### src/rtl/via_pkg.sv
// Shared VIA register map, LCD pin positions and the LCD sequencer state encoding.
// Imported by the sequencer and its cycle timer.
package via_pkg;

  typedef enum logic [3:0] {
    ORB_IRB = 4'd0,
    ORA_IRA = 4'd1,
    DDRB    = 4'd2,
    DDRA    = 4'd3
  } via_reg_e;

  localparam int LCD_E_BIT  = 7;
  localparam int LCD_RW_BIT = 6;
  localparam int LCD_RS_BIT = 5;

  localparam logic [7:0] DDRB_INIT = 8'hFF;
  localparam logic [7:0] DDRA_INIT = 8'hE0;
  localparam logic [7:0] ORA_INIT  = 8'h00;

  typedef logic [3:0] seq_state_t;

  localparam seq_state_t ST_INIT_DDRB = 4'd0;
  localparam seq_state_t ST_INIT_DDRA = 4'd1;
  localparam seq_state_t ST_INIT_ORA  = 4'd2;
  localparam seq_state_t ST_IDLE      = 4'd3;
  localparam seq_state_t ST_SET_DATA  = 4'd4;
  localparam seq_state_t ST_SET_CTRL  = 4'd5;
  localparam seq_state_t ST_E_RISE    = 4'd6;
  localparam seq_state_t ST_E_HOLD    = 4'd7;
  localparam seq_state_t ST_E_FALL    = 4'd8;
  localparam seq_state_t ST_EXEC_WAIT = 4'd9;

  // Port A image for the LCD control lines; RW is always a write.
  function automatic logic [7:0] lcd_ctrl(input logic rs, input logic e);
    logic [7:0] v;
    v             = 8'h00;
    v[LCD_E_BIT]  = e;
    v[LCD_RW_BIT] = 1'b0;
    v[LCD_RS_BIT] = rs;
    return v;
  endfunction

  // Clear display and return home need the long execution wait.
  function automatic logic is_slow_cmd(input logic rs, input logic [7:0] data);
    return (rs == 1'b0) && ((data == 8'h01) || (data == 8'h02));
  endfunction

endpackage

### src/rtl/via_lcd_sequencer_cycle_timer.sv
// Loadable down-counter that flags the last cycle of a timed interval.
// Counting stops at 1 so the value can never wrap.
module cycle_timer
  import via_pkg::*;
#(
  parameter int TIMER_W = 16
) (
  input  logic               clk,
  input  logic               reset,
  input  logic               load,
  input  logic [TIMER_W-1:0] load_value,
  input  logic               dec,
  output logic               expire
);

  localparam logic [TIMER_W-1:0] ONE = {{(TIMER_W-1){1'b0}}, 1'b1};

  logic [TIMER_W-1:0] count_r;

  // Counter register: load wins over decrement, decrement only above one.
  always_ff @(posedge clk or negedge reset) begin
    if (!reset) begin
      count_r <= {TIMER_W{1'b0}};
    end else if (load) begin
      count_r <= load_value;
    end else if (dec && (count_r > ONE)) begin
      count_r <= count_r - ONE;
    end else begin
      count_r <= count_r;
    end
  end

  assign expire = (count_r == ONE);

endmodule

### src/rtl/via_lcd_sequencer.sv
// Drives an HD44780-style LCD through the VIA register port: port setup after
// reset, then each accepted (rs, byte) command becomes timed ORB/ORA writes.
module via_lcd_sequencer
  import via_pkg::*;
#(
  parameter int E_PULSE_CYCLES    = 4,
  parameter int EXEC_CYCLES       = 40,
  parameter int CLEAR_EXEC_CYCLES = 1600,
  parameter int TIMER_W           = 16
) (
  input  logic       clk,
  input  logic       reset,
  input  logic       cmd_valid,
  input  logic       cmd_rs,
  input  logic [7:0] cmd_data,
  output logic       cmd_ready,
  output logic       busy,
  output logic       via_chip_en,
  output logic [3:0] via_register_select,
  output logic [7:0] via_data
);

  localparam logic [TIMER_W-1:0] E_LOAD     = TIMER_W'(E_PULSE_CYCLES);
  localparam logic [TIMER_W-1:0] EXEC_LOAD  = TIMER_W'(EXEC_CYCLES);
  localparam logic [TIMER_W-1:0] CLEAR_LOAD = TIMER_W'(CLEAR_EXEC_CYCLES);

  seq_state_t         state_r;
  logic               rs_r;
  logic [7:0]         data_r;
  logic               timer_load_s;
  logic [TIMER_W-1:0] timer_value_s;
  logic               timer_dec_s;
  logic               timer_expire_s;

  // Timer control derived from the current state.
  always_comb begin
    timer_load_s  = 1'b0;
    timer_value_s = {TIMER_W{1'b0}};
    timer_dec_s   = 1'b0;
    case (state_r)
      ST_E_RISE: begin
        timer_load_s  = 1'b1;
        timer_value_s = E_LOAD;
      end
      ST_E_FALL: begin
        timer_load_s  = 1'b1;
        timer_value_s = is_slow_cmd(rs_r, data_r) ? CLEAR_LOAD : EXEC_LOAD;
      end
      ST_E_HOLD, ST_EXEC_WAIT: begin
        timer_dec_s = 1'b1;
      end
      default: begin
        timer_load_s = 1'b0;
      end
    endcase
  end

  cycle_timer #(
    .TIMER_W(TIMER_W)
  ) u_timer (
    .clk       (clk),
    .reset     (reset),
    .load      (timer_load_s),
    .load_value(timer_value_s),
    .dec       (timer_dec_s),
    .expire    (timer_expire_s)
  );

  // Sequencer FSM; every output is a register, strobe defaults low each cycle.
  always_ff @(posedge clk or negedge reset) begin
    if (!reset) begin
      state_r             <= ST_INIT_DDRB;
      rs_r                <= 1'b0;
      data_r              <= 8'h00;
      cmd_ready           <= 1'b0;
      busy                <= 1'b1;
      via_chip_en         <= 1'b0;
      via_register_select <= 4'd0;
      via_data            <= 8'h00;
    end else begin
      via_chip_en <= 1'b0;
      case (state_r)
        ST_INIT_DDRB: begin
          via_chip_en         <= 1'b1;
          via_register_select <= DDRB;
          via_data            <= DDRB_INIT;
          state_r             <= ST_INIT_DDRA;
        end
        ST_INIT_DDRA: begin
          via_chip_en         <= 1'b1;
          via_register_select <= DDRA;
          via_data            <= DDRA_INIT;
          state_r             <= ST_INIT_ORA;
        end
        ST_INIT_ORA: begin
          via_chip_en         <= 1'b1;
          via_register_select <= ORA_IRA;
          via_data            <= ORA_INIT;
          state_r             <= ST_IDLE;
        end
        ST_IDLE: begin
          // cmd_ready is the registered copy, so there is no path from cmd_valid.
          if (cmd_valid && cmd_ready) begin
            rs_r      <= cmd_rs;
            data_r    <= cmd_data;
            cmd_ready <= 1'b0;
            busy      <= 1'b1;
            state_r   <= ST_SET_DATA;
          end else begin
            cmd_ready <= 1'b1;
            busy      <= 1'b0;
          end
        end
        ST_SET_DATA: begin
          via_chip_en         <= 1'b1;
          via_register_select <= ORB_IRB;
          via_data            <= data_r;
          state_r             <= ST_SET_CTRL;
        end
        ST_SET_CTRL: begin
          via_chip_en         <= 1'b1;
          via_register_select <= ORA_IRA;
          via_data            <= lcd_ctrl(rs_r, 1'b0);
          state_r             <= ST_E_RISE;
        end
        ST_E_RISE: begin
          via_chip_en         <= 1'b1;
          via_register_select <= ORA_IRA;
          via_data            <= lcd_ctrl(rs_r, 1'b1);
          state_r             <= ST_E_HOLD;
        end
        ST_E_HOLD: begin
          if (timer_expire_s) begin
            state_r <= ST_E_FALL;
          end
        end
        ST_E_FALL: begin
          via_chip_en         <= 1'b1;
          via_register_select <= ORA_IRA;
          via_data            <= lcd_ctrl(rs_r, 1'b0);
          state_r             <= ST_EXEC_WAIT;
        end
        ST_EXEC_WAIT: begin
          if (timer_expire_s) begin
            state_r <= ST_IDLE;
          end
        end
        default: begin
          cmd_ready <= 1'b0;
          busy      <= 1'b1;
          state_r   <= ST_INIT_DDRB;
        end
      endcase
    end
  end

endmodule

### config.mk
export PLATFORM = sky130hd
export DESIGN_NAME = via_lcd_sequencer
export DESIGN_NICKNAME = d
export VERILOG_FILES = /design/src/rtl/via_pkg.sv /design/src/rtl/via_lcd_sequencer_cycle_timer.sv /design/src/rtl/via_lcd_sequencer.sv
export SDC_FILE = /design/constraint.sdc
export NUM_CORES = 1
export LEC_CHECK = 0
export ABC_AREA = 1
export CORE_UTILIZATION = 55
export CTS_BUF_LIST = sky130_fd_sc_hd__clkbuf_16
export CTS_CLUSTER_DIAMETER = 100
export DETAILED_ROUTE_END_ITERATION = 8
export GPL_TIMING_DRIVEN = 0
export PLACE_DENSITY = 0.77
export SLEW_MARGIN = 20
export SYNTH_ARGS = -nofsm -noshare
export SYNTH_HDL_FRONTEND = slang
export SYNTH_SLANG_ARGS = --single-unit
export TNS_END_PERCENT = 30
### constraint.sdc
create_clock -name clk -period 2.15 [get_ports clk]
set_input_delay 0.215 -clock clk [delete_from_list [all_inputs] [get_ports clk]]
set_output_delay 0.215 -clock clk [all_outputs]
set_load 0.01 [all_outputs]
==> reports/metrics.cfg <==
[timing]
whs_ps = 354
setup_viol = 0
setup_tns_ps = 0
finalHoldViolCount = 0
fmax_ghz = 0.546
clock-skew-final_ps = 4.57
fin_crit_ps = 1830
slew_viol_final = 0
rsz0062_at_grt = false
post-route-period-util = 0.852

[clock_tree]
cts_tree = yes
path_clk_slew_ps = 60
root_buffer = clkbuf_16
h-tree-depth = 2
numCtsBuffers = 5
clk_path_buf_depth = 2
clock_sinks = 42
post_cts_buffers = 0
insertion_delay_ps = 280

[die]
initial_core_util = 0.590
die_x_um = 68.7
rows = 23
die_height_um = 68.7
die-area_um2 = 4710
core_um2 = 4140
pin_count = 27

[power]
vdd.ir_drop.worst_mv = 0.498
power.density_nw_per_um2 = 605
power_leakage_uw = 0.00162
design_power_total_uw = 1790

[logic_synthesis]
syn_area_per_cell_um2 = 7.47
syn-cell-area_um2 = 2440
yosysSeqAreaShare = 0.431
synth_seq_cells = 42
yosysUniqueCellTypes = 35
yosysWarnings = 0
syn_inst = 327

[global_routing]
grt_max_degree = 32
grt_pass1_wl_um = 8710
overflow = 0
grt_pass1_vias = 1923
antenna_found_initial = 0
gr-usage-all-layers = 0.252

[setup_path]
r2r_start = u_timer.count_r[0]
endpoint_kind = flip-flop
cp_cell_sequence = inv_1 > ha_1 > nand2_2 > nor2_2 > nand2_1 > nand3_2 > nand2_4 > buf_12 > nand2_1 > o21ai_2
critical_path.max_stage_delay_ps = 400
start_kind = flip-flop
path_class = flip-flop to flip-flop
r2r_slack_ps = 320
critPathMostFrequentCell = nand2_1
r2r_end = u_timer.count_r[3]
worstPathMaxFanout = 10
cpMaxStageDelayCell = dfrtp_1
cp.arrival_ps = 2000
worst_ep_required_time_ps = 2320
rr_worst_depth = 10

[drt]
first_pass_iters = 4
drc_errors = 0
wl_per_cell_um = 12.8
wl_met2_um = 2480
drtIter0Drc = 160
routed_wl_um = 5260
wl_met1_um = 2520
via_per_inst = 5.22
num_vias = 2150
detail-route-antenna-nets = 0
route.met3.wl_um = 243
top_layer_used = met4

[placed_design]
gpl.final_weighted_congestion = 0.881
port_buffers = 24
dpl.hpwl_um = 3870

[worst_hold_path]
hold_class = input pin to asynchronous set/reset pin

[layout]
diodes = 0
area_growth_pct = 21.3
nets = 375
final_layout_size_suffix_gt1_frac = 0.130

[status]
outcome = finished clean

[flow_run]
maxCapViolCount = 0

-- worst max-delay path by stage --
stage | startpoint | end | slack, ps
after floorplan | u_timer.count_r[0] | u_timer.count_r[3] | 630
after global placement | reset | u_timer.count_r[15] | -230
after detailed placement | u_timer.count_r[0] | u_timer.count_r[3] | 420
after CTS | u_timer.count_r[0] | u_timer.count_r[3] | 340
after global routing | u_timer.count_r[0] | u_timer.count_r[3] | 190
final | u_timer.count_r[0] | u_timer.count_r[3] | 320
-- kinds of logic (layout without fill, tap and decap cells) --
| logic type | count (synthesis) | after routing | share of synthesized area |
|---|---|---|---|
| DFF | 42 | 42 | 0.431 |
| and+or+nand+nor | 193 | 193 | 0.354 |
| xor gates and xnor gates | 5 | 5 | 0.0179 |
| adders and majority gates | 2 | 2 | 0.0102 |
| buffers and inverters | 44 | 78 | 0.0819 |
| other | 1 | 2 | 0.00153 |
| muxes | 3 | 3 | 0.0138 |
| AOI/OAI and AO/OA | 37 | 37 | 0.0896 |
-- final cells by class --
cell class	count	area, um2
multi-input combinational	242	1190
fill	333	1180
sequential	42	1050
timing repair buffer	26	265
inverter	38	144
clock buffer	5	125
clock inverter	3	63.8
tap	50	62.6
buffer	6	56.3
-- cell usage after synthesis --
cell      number  area share
nand2_1      102        0.16
nor2_1        52       0.080
dfrtp_1       41        0.42
inv_1         33       0.051
a21oi_1       17       0.035
nand3_1       15       0.031
o21ai_0        9       0.018
o21ai_2        5       0.018
inv_2          4      0.0061
nand2_2        4       0.010
nand3_2        4       0.016
nor2_2         4       0.010
xor2_1         4       0.014
mux2_2         3       0.014
buf_2          2      0.0041
buf_4          2      0.0061
ha_1           2       0.010
nand2_4        2      0.0092
nand3b_1       2      0.0061
nor2_4         2      0.0092
nor2_8         2       0.016
nor3_1         2      0.0041
o21a_1         2      0.0061
a22oi_1        1      0.0031
a31oi_1        1      0.0026
a32o_1         1      0.0041
buf_12         1      0.0082
buf_6          1      0.0046
clkinv_2       1      0.0020
conb_1         1      0.0015
dfstp_2        1       0.011
nand4_1        1      0.0026
nor4_1         1      0.0026
o22ai_1        1      0.0026
xnor2_1        1      0.0036
-- through the flow --
stage / setup slack (ps) / std cells / cell area, um2 / util
4_1_cts: 343 / 412 / 2960 / 0.715
3_3_place_gp: -228 / 402 / 2750 / 0.664
2_1_floorplan: 631 / 328 / 2450 / -
6_report: 317 / 412 / 2960 / 0.715
5_1_grt: 192 / 412 / 2960 / 0.715
3_5_place_dp: 419 / 403 / 2770 / 0.667
-- power breakdown --
group          internal, uW  total [uW]  switching [uW]
Sequential              790         790               0
Clock                   661         959             298
Combinational          23.5        43.6            20.1
-- critical path, delay by kind of cell, from the launching register on --
kind / cells / cell delay [ps]
and+or+nand+nor: 6 / 700
adders and majority gates: 1 / 280
buffers and inverters: 2 / 290
DFF: 1 / 400
AOI/OAI and AO/OA: 1 / 60
-- sequential cells by signal, indices dropped and copies added (netlist names) --
register,count
busy,1
cmd_ready,1
data_r,8
rs_r,1
state_r,4
u_timer.count_r,16
via_chip_en,1
via_data,8
via_register_select,2
-- layer usage --
metal / GRT usage / vias up
li1: - / 1089
met1: 0.347 / 1010
met2: 0.404 / 49
met3: 0.0559 / 2
met4: 0.0521 / 0
met5: 0 / -
-- timing repair --
action | 4_1_cts | 5_1_grt
hold endpoints to repair | 10 | 0
resized for setup | 0 | 0
endpoints found under the setup margin | 0 | 0
hold buffers | 1 | 0
-- cells in the final DEF, fill, tap and decap left out, types with 2 or more instances in the layout --
cell type,instances
clkdlybuf4s50_1,23
buf_4,2
bufinv_16,2
dfrtp_1,41
nor2_4,2
buf_2,3
nand3b_1,2
clkbuf_16,5
nor2_1,52
buf_12,2
nor2_8,2
o21a_1,2
o21ai_2,5
nand2_4,2
nand2_2,4
nand2_1,102
a21oi_1,17
inv_2,4
nand3_1,15
conb_1,2
mux2_2,3
ha_1,2
xor2_1,4
inv_1,33
nor3_1,2
o21ai_0,9
nor2_2,4
nand3_2,4
(Power assumes the default switching activity.)
